--- config.mk ---
export PLATFORM = sky130hd
export DESIGN_NAME = xbar_rr_arbiter_flat
export DESIGN_NICKNAME = d
export VERILOG_FILES = /design/src/rtl/xbar_rr_arbiter_pkg.sv /design/src/rtl/xbar_rr_arbiter_if.sv /design/src/rtl/xbar_rr_arbiter_pick.sv /design/src/rtl/xbar_rr_arbiter.sv /design/src/flat_wrapper.sv
export SDC_FILE = /design/constraint.sdc
export NUM_CORES = 1
export LEC_CHECK = 0
export CORE_MARGIN = 2
export CORE_UTILIZATION = 49
export DETAILED_ROUTE_END_ITERATION = 12
export PLACE_DENSITY = 0.77
export SYNTH_ARGS = -nofsm -noshare
export SYNTH_HDL_FRONTEND = slang
export SYNTH_HIERARCHICAL = 1
export SYNTH_SLANG_ARGS = --single-unit
--- constraint.sdc ---
create_clock -name clk_i -period 3.2 [get_ports clk_i]
set_input_delay 0.64 -clock clk_i [delete_from_list [all_inputs] [get_ports clk_i]]
set_output_delay 0.64 -clock clk_i [all_outputs]
set_load 0.005 [all_outputs]
--- src/rtl/xbar_rr_arbiter_pkg.sv ---
// Shared types and defaults for the crossbar peripheral-port arbiter.
package xbar_pkg;

    typedef enum logic {
        IDLE  = 1'b0,
        GRANT = 1'b1
    } arb_state_e;

    localparam int XBAR_N_CONTROLLERS      = 3;
    localparam int XBAR_ARB_TIMEOUT_CYCLES = 255;

endpackage

--- src/rtl/xbar_rr_arbiter_if.sv ---
// Handshake bundle between the crossbar controllers/peripheral and the arbiter.
// slave: the arbiter side; master: the controller/peripheral side.
interface xbar_rr_arbiter_if
    import xbar_pkg::*;
#(
    parameter int N_REQ = XBAR_N_CONTROLLERS
) ();

    logic [N_REQ-1:0] req_i;
    logic             p_ready_i;
    logic [N_REQ-1:0] gnt_o;
    logic [N_REQ-1:0] ready_o;
    logic             p_req_o;
    logic             timeout_o;

    modport slave (
        input  req_i,
        input  p_ready_i,
        output gnt_o,
        output ready_o,
        output p_req_o,
        output timeout_o
    );

    modport master (
        output req_i,
        output p_ready_i,
        input  gnt_o,
        input  ready_o,
        input  p_req_o,
        input  timeout_o
    );

endinterface

--- src/rtl/xbar_rr_arbiter_pick.sv ---
// Combinational round-robin pick: first unmasked request at or after ptr,
// scanning upward and wrapping explicitly at N_REQ (non-power-of-two safe).
module xbar_rr_pick #(
    parameter int N_REQ = 3,
    parameter int PW    = 2
) (
    input  logic [N_REQ-1:0] req,
    input  logic [N_REQ-1:0] mask,
    input  logic [PW-1:0]    ptr,
    output logic [N_REQ-1:0] pick,
    output logic             valid
);

    logic [N_REQ-1:0] cand;
    logic [PW:0]      idx;

    assign cand = req & ~mask;

    // Scan N_REQ positions starting at ptr; the first hit wins.
    always_comb begin
        pick  = '0;
        valid = 1'b0;
        idx   = '0;
        for (int k = 0; k < N_REQ; k++) begin
            idx = {1'b0, ptr} + (PW+1)'(k);
            if (idx >= (PW+1)'(N_REQ)) begin
                idx = idx - (PW+1)'(N_REQ);
            end
            if (!valid && cand[idx[PW-1:0]]) begin
                pick[idx[PW-1:0]] = 1'b1;
                valid             = 1'b1;
            end
        end
    end

endmodule

--- src/rtl/xbar_rr_arbiter.sv ---
// Round-robin arbiter for one crossbar peripheral port. Holds a registered
// one-hot grant per transaction and rotates priority on completion.
// Optional grant timeout enabled by defining XBAR_ARB_TIMEOUT_EN.
module xbar_rr_arbiter
    import xbar_pkg::*;
#(
    parameter int N_REQ          = XBAR_N_CONTROLLERS,
    parameter int TIMEOUT_CYCLES = XBAR_ARB_TIMEOUT_CYCLES
) (
    input  logic            clk_i,
    input  logic            rst_i,
    xbar_rr_arbiter_if.slave bus
);

    localparam int PW = $clog2(N_REQ);

    arb_state_e       state_q;
    logic [N_REQ-1:0] gnt_q;
    logic [PW-1:0]    prio_q;

    logic [PW-1:0]    g_idx;
    logic [PW-1:0]    next_prio;
    logic [PW-1:0]    pick_ptr;
    logic [N_REQ-1:0] pick_mask;
    logic [N_REQ-1:0] pick;
    logic             pick_valid;
    logic             tmo_hit;
    logic             done;

    // Index of the currently granted controller (grant is one-hot).
    always_comb begin
        g_idx = '0;
        for (int i = 0; i < N_REQ; i++) begin
            if (gnt_q[i]) begin
                g_idx = PW'(i);
            end
        end
    end

    assign next_prio = (g_idx == PW'(N_REQ-1)) ? '0 : g_idx + 1'b1;

`ifdef XBAR_ARB_TIMEOUT_EN
    localparam int CW = $clog2(TIMEOUT_CYCLES+1);
    logic [CW-1:0] cnt_q;

    assign tmo_hit = (state_q == GRANT) && !bus.p_ready_i &&
                     (cnt_q == CW'(TIMEOUT_CYCLES-1));

    // Counts stalled grant cycles; restarts whenever a grant starts or ends.
    always_ff @(posedge clk_i or posedge rst_i) begin
        if (rst_i) begin
            cnt_q <= '0;
        end else if (state_q == IDLE || done) begin
            cnt_q <= '0;
        end else begin
            cnt_q <= cnt_q + 1'b1;
        end
    end
`else
    assign tmo_hit = 1'b0;
`endif

    assign done = (state_q == GRANT) && (bus.p_ready_i || tmo_hit);

    // On completion, re-arbitrate from the advanced pointer with the finishing
    // controller masked so its stale request cannot win again.
    assign pick_ptr  = done ? next_prio : prio_q;
    assign pick_mask = done ? gnt_q : '0;

    xbar_rr_pick #(
        .N_REQ (N_REQ),
        .PW    (PW)
    ) u_pick (
        .req   (bus.req_i),
        .mask  (pick_mask),
        .ptr   (pick_ptr),
        .pick  (pick),
        .valid (pick_valid)
    );

    // Arbitration FSM: grant, hold until completion/timeout/abort, rotate.
    always_ff @(posedge clk_i or posedge rst_i) begin
        if (rst_i) begin
            state_q <= IDLE;
            gnt_q   <= '0;
            prio_q  <= '0;
        end else begin
            case (state_q)
                IDLE: begin
                    if (pick_valid) begin
                        gnt_q   <= pick;
                        state_q <= GRANT;
                    end else begin
                        gnt_q   <= '0;
                    end
                end
                GRANT: begin
                    if (done) begin
                        prio_q <= next_prio;
                        if (pick_valid) begin
                            gnt_q   <= pick;
                        end else begin
                            gnt_q   <= '0;
                            state_q <= IDLE;
                        end
                    end else if ((gnt_q & bus.req_i) == '0) begin
                        gnt_q   <= '0;
                        state_q <= IDLE;
                    end
                end
                default: begin
                    gnt_q   <= '0;
                    state_q <= IDLE;
                end
            endcase
        end
    end

    assign bus.gnt_o     = gnt_q;
    assign bus.p_req_o   = |gnt_q;
    assign bus.ready_o   = gnt_q & {N_REQ{bus.p_ready_i | tmo_hit}};
    assign bus.timeout_o = tmo_hit;

endmodule

--- src/flat_wrapper.sv ---
// flat-port wrapper written by rule: the top's interface ports become plain ports
module xbar_rr_arbiter_flat import xbar_pkg::*;
#(
    parameter int N_REQ          = XBAR_N_CONTROLLERS,
    parameter int TIMEOUT_CYCLES = XBAR_ARB_TIMEOUT_CYCLES
)
  (clk_i, rst_i, bus_req_i, bus_p_ready_i, bus_gnt_o, bus_ready_o, bus_p_req_o, bus_timeout_o);
  xbar_rr_arbiter_if #(.N_REQ(N_REQ)) bus_i ();
  input  logic clk_i;
  input  logic rst_i;
  input wire logic [$bits(bus_i.req_i)-1:0] bus_req_i;
  input wire logic [$bits(bus_i.p_ready_i)-1:0] bus_p_ready_i;
  output wire logic [$bits(bus_i.gnt_o)-1:0] bus_gnt_o;
  output wire logic [$bits(bus_i.ready_o)-1:0] bus_ready_o;
  output wire logic [$bits(bus_i.p_req_o)-1:0] bus_p_req_o;
  output wire logic [$bits(bus_i.timeout_o)-1:0] bus_timeout_o;
  assign bus_i.req_i = bus_req_i;
  assign bus_i.p_ready_i = bus_p_ready_i;
  assign bus_gnt_o = bus_i.gnt_o;
  assign bus_ready_o = bus_i.ready_o;
  assign bus_p_req_o = bus_i.p_req_o;
  assign bus_timeout_o = bus_i.timeout_o;
  xbar_rr_arbiter #(.N_REQ(N_REQ), .TIMEOUT_CYCLES(TIMEOUT_CYCLES)) u_core (.clk_i(clk_i), .rst_i(rst_i), .bus(bus_i));
endmodule
Word level (Yosys, flattened, before mapping). Cells that the tools add are included. Widths: inputs -> output; s select.

Output and inout bits: 8. Bits in registers: 6.

Mux-type cells: 34. Add/subtract/negate cells: 6. Reductions and logical operators: 10. Eq/ne operators: 2. Bitwise logic cells: 7. Order comparisons: 9.

Operator list (number): $mux 3 (7); $mux 1 (13); $mux 2 (6); $and 3x3->3 (3); $lt 2x3->1 const B (3); $bmux 1 s2 (3); $demux 1 s2 (3); $ge 2x1->1 const B (3); $ge 3x2->1 const B (2); $logic_and 1x1->1 (6); $or 3x3->3 (2); $pmux 3 s2 (1); $sub 2x2->2 const B (3); $add 2x1->3 const B (1); $add 2x2->3 const B (1); $logic_not 3->1 (1); $ne 3x3->1 const B (1); $not 3->3 (1); $reduce_or 3->1 (1); $add 2x1->2 const B (1); $eq 2x2->1 const B (1); $ge 2x2->1 const B (1); $logic_not 1->1 (2); $pmux 1 s2 (1); $not 1->1 (1).

Logic depth before layout (Yosys ltp).
Word-level depth: 19. Depth in mapped cells: 12. Gate-level depth less buffers: 11.

By module. Netlist, hierarchy kept.

Modules (own cells, without submodules): xbar_rr_arbiter (cells each 41, instances 1, area an instance 360.3 um2, seq. area each 150.1 um2); xbar_rr_pick (cells each 42, instances 1, area an instance 319.1 um2, seq. area each 0.0 um2).

Worst setup path after synthesis. Ideal clock, no wire load.

Path kind: input-to-reg. Start point: input bus_p_ready_i. End point: register u_core.gnt_q[0] (netlist: u_core/bus.gnt_o[0]). Data required time: 3.123 ns. Arrival: 2.640 ns. Setup slack: 0.482 ns. Cell stages on the path: 11. Buffers on the path: 1. Cells stage by stage: nand2_1 > o31ai_1 > inv_1 > ha_1 > buf_6 > nor4b_2 > o31ai_1 > or4_1 > nand3_1 > nand3_1 > a21oi_1.

Cells in the longest elaborated chain, start to end: 16. Elaborated cells on any way between the ends: 53.

Ends and longest elaborated chain: start: declaration (RTL line flat_wrapper.sv:12) `input wire logic [$bits(bus_i.p_ready_i)-1:0] bus_p_ready_i;`; $logic_and 1x1->1 (*) (RTL line xbar_rr_arbiter.sv:63) `assign done = (state_q == GRANT) && (bus.p_ready_i || tmo_hit);`; $mux 2 (*); via u_core.pick_ptr[0] (RTL line xbar_rr_arbiter.sv:23) `logic [PW-1:0] pick_ptr;`; $add 2x1->3 (tied with other cells) (RTL line xbar_rr_arbiter_pick.sv:25) `idx = {1'b0, ptr} + (PW+1)'(k);`; $ge 3x2->1 (tied with other cells) (RTL line xbar_rr_arbiter_pick.sv:26) `if (idx >= (PW+1)'(N_REQ)) begin`; $mux 2 (tied with other cells) (RTL line xbar_rr_arbiter_pick.sv:26); $lt 2x3->1 (implied by the code) (tied with other cells) (RTL line xbar_rr_arbiter_pick.sv:30) `pick[idx[PW-1:0]] = 1'b1;`; $logic_and 1x1->1 (implied by the code) (tied with other cells) (RTL line xbar_rr_arbiter_pick.sv:30); [2 not listed]; $or 3x3->3 (no line) / $mux 1 (equally long branches); $mux 3 / $logic_not 1->1 (equally long branches) (RTL line xbar_rr_arbiter_pick.sv:29) `if (!valid && cand[idx[PW-1:0]]) begin`; $or 3x3->3 (no line) / $logic_and 1x1->1 (equally long branches); $mux 3 (*) (RTL line xbar_rr_arbiter_pick.sv:29); via u_core.pick[0] (RTL line xbar_rr_arbiter.sv:25) `logic [N_REQ-1:0] pick;`; $mux 3 (*) (RTL line xbar_rr_arbiter.sv:90, xbar_rr_arbiter.sv:100); $mux 3 (RTL line xbar_rr_arbiter.sv:98) `if (done) begin`; $pmux 3 s2 (*) (RTL line xbar_rr_arbiter.sv:88) `case (state_q)`; end signal: assignment (RTL line xbar_rr_arbiter.sv:91) `gnt_q <= pick;`; end signal: assignment (RTL line xbar_rr_arbiter.sv:101) `gnt_q <= pick;`; end: declaration (RTL line xbar_rr_arbiter.sv:18) `logic [N_REQ-1:0] gnt_q;`.

The timed path passes the listed nets; every way through them passes the cells marked *. The select of a mux whose other input is x is not followed. A chain may end at the register's enable or synchronous reset.

Worst setup path after layout. Ends and elaborated chain as after synthesis.

==> impl_metrics.yaml <==
run_status:
  status: "complete, no violations"
logic_synthesis:
  synth_area_um2: 679
  avgSynthCellArea_um2: 8.19
  yosys.area.top_type: "dfrtp_1"
  synthFlopType: "dfrtp_1"
  synth_cell_type_count: 39
  syn_nets: 93
  synth_edf_count: 0
  ys_warn_count: 6
  synth-seq-cells: 6
  async_flop_share: 1.00
  ys_seq_area_frac: 0.221
  syn_inst: 83
  synth_top_area_share: 0.221
  synth_area_leaders: "dfrtp_1 (22%), ha_1 (7.4%), o31ai_1 (4.4%)"
cells_and_area:
  layout.cells.non_filler: 118
  fillers: 113
  final-seq-area_um2: 150
  finish.instance_area_um2: 882
  drive_above_1_share: 0.233
  final_common_cell: "clkdlybuf4s50_1"
  final_cell_mix: "clkdlybuf4s50_1 (12), buf_4 (8), nand2_1 (7)"
  area_delta_synth_final_pct: 29.8
  final_nets: 115
  diodes: 0
  multi_input_area_um2: 492
routing:
  vias_per_cell: 5.78
  drc: 0
  routedWlPerCell_um: 14.1
  vias: 682
  firstDrtPassIters: 4
  postRouteAntennaNets: 0
  routed_wl_um: 1660
  drt_iter0_drc: 16
grt:
  grt_pass1_vias: 619
  grt_pass1_wl_um: 2680
  antenna_found_initial: 0
  grt_max_degree: 10
  grt_overflow: 0
  grt_use_total: 0.243
placed_design:
  dpl.hpwl_um: 1280
  place.gp.congestion: 0.746
  dpl_worst_slack_ns: -0.116
  placed_cell_area_um2: 852
  post-place-cells: 115
  port_buffers: 12
worst_hold_path:
  hp-start: "u_core/prio_q[1]"
  worstHoldPathCells: 2
  min_to: "u_core/prio_q[1]"
  hold_path.class: "flip-flop to flip-flop"
cts:
  postCtsHoldBufs: 0
  cts_tree: "done"
  clockRootBuffer: "clkbuf_4"
  cts_sinks: 6
  clk_pin_slew_worst_paths_ns: 0.04
  worstSkewPairLatency_ns: 0.23
  clockBufferDepth: 2
  cts_buffers: 3
  h-tree-depth: 1
power:
  p_per_area_nw_per_um2: 907
  irDropWorstVdd_uv: 510
  totalPowerFinal_w: 0.000800
  power_leakage_nw: 0.371
sta:
  setup_violations: 0
  fin_crit_sh: 0.950
  rsz0062_at_grt: "false"
  setup_ws_ns: 0.161
  min_period_ns: 3.04
  max_freq_mhz: 329
  skew_ns: 0.00313
  drv_slew: 0
  finalHoldViolCount: 0
job:
  maxCapViolations: 0
setup_path:
  r2r_start: "u_core/bus.gnt_o[2]"
  cp-start-kind: "input port"
  critPathArrivalTime_ns: 3.19
  crit_required_ns: 3.36
  crit_type: "input port to flip-flop"
  cpPeakStageDelay_ns: 0.47
  rrSetupSlack_ns: 0.54
  worst_path_max_delay_cell: "clkdlybuf4s50_1"
  r2r-end: "u_core/bus.gnt_o[0]"
  r2r_cells: 9
  crit_path_max_fanout: 9
  crit_chain: "clkdlybuf4s50_1 > nand2_1 > buf_4 > nand2_1 > o21ai_0 > ha_2 > nor4b_2 > o31ai_1 > or4_1 > nand3_1 > nand3_1 > a21oi_1"
  critPathCaptureType: "flip-flop"
die:
  coreArea_um2: 1300
  die_w_um: 41.2
  rows: 13
  start_util: 0.522
  dieArea_um2: 1700
  die_h_um: 41.2
  io_pins: 14
stage by stage:
| stage | TNS, ns | util | hold slack [ns] |
|---|---|---|---|
| CTS | 0 | 0.672 | 0.482 |
| global placement | -0.0894 | 0.655 | 0.469 |
| floorplan | 0 | - | 0.431 |
| finish | 0 | 0.678 | 0.486 |
| global route | 0 | 0.678 | 0.529 |
| detailed placement | -0.116 | 0.655 | 0.469 |
layer usage:
layer,GRT usage,vias to the layer above,part of all wire
met2,0.406,14,0.50
met3,0.0543,0,0.029
met5,0,-,0
li1,-,353,-
met1,0.286,315,0.47
met4,0.129,0,0
kinds of logic after synthesis:
group | count (synthesis) | synth area share
compound gates | 21 | 0.212
other cells | 1 | 0.00552
flops | 6 | 0.221
fa+ha+maj | 4 | 0.0737
simple gates | 43 | 0.422
buf+inv | 8 | 0.0663
repair_timing:
| action | in CTS | in global routing |
|---|---|---|
| buffers inserted | 0 | 0 |
| endpoints found under the setup margin | 0 | 2 |
| gates resized for setup | 0 | 2 |
power by group:
| part | total (W) | internal [W] | switching (W) |
|---|---|---|---|
| Combinational | 0.000594 | 0.000297 | 0.000297 |
| Sequential | 0.000141 | 0.000106 | 0.0000347 |
| Clock | 0.0000646 | 0.0000421 | 0.0000225 |
synth_stat cells, types with 2 or more instances:
master and instances:
nand3_1 4, nand2_1 7, o31ai_1 4, dfrtp_1 6, nand3b_1 3, nor2b_1 2, ha_1 4, buf_4 2
and3_2 2, nor2_1 6, and2_2 2, nand2b_1 3, inv_1 5, a31oi_1 2, o21ai_0 3, a21oi_1 5
flip-flops by register name, indices dropped and copies added, names as in the netlist:
name              flops
u_core/bus.gnt_o      3
u_core/prio_q         2
u_core/state_q        1
how the worst max path moves through the flow:
stage,slack [ns],startpoint,to
2_1_floorplan,0.48,bus_p_ready_i,u_core/bus.gnt_o[0]
3_3_place_gp,-0.09,bus_p_ready_i,u_core/bus.gnt_o[0]
3_5_place_dp,-0.12,bus_p_ready_i,u_core/bus.gnt_o[0]
4_1_cts,0.13,bus_p_ready_i,u_core/bus.gnt_o[0]
5_1_grt,0.003,bus_p_ready_i,u_core/bus.gnt_o[0]
6_report,0.16,bus_p_ready_i,u_core/bus.gnt_o[0]
worst max-delay path: cells and delay by family:
kind	cells	cell delay, ns
compound gates	3	0.41
fa+ha+maj	1	0.39
buf+inv	2	0.63
simple gates	6	1.12
final cells by class:
type,count,share of cell area
inverter,5,0.0213
clock buffer,3,0.0255
sequential,6,0.170
multi-input combinational,69,0.557
tap,15,0.0213
timing repair buffer,20,0.204
No activity file was read; power rests on OpenSTA's default activity.
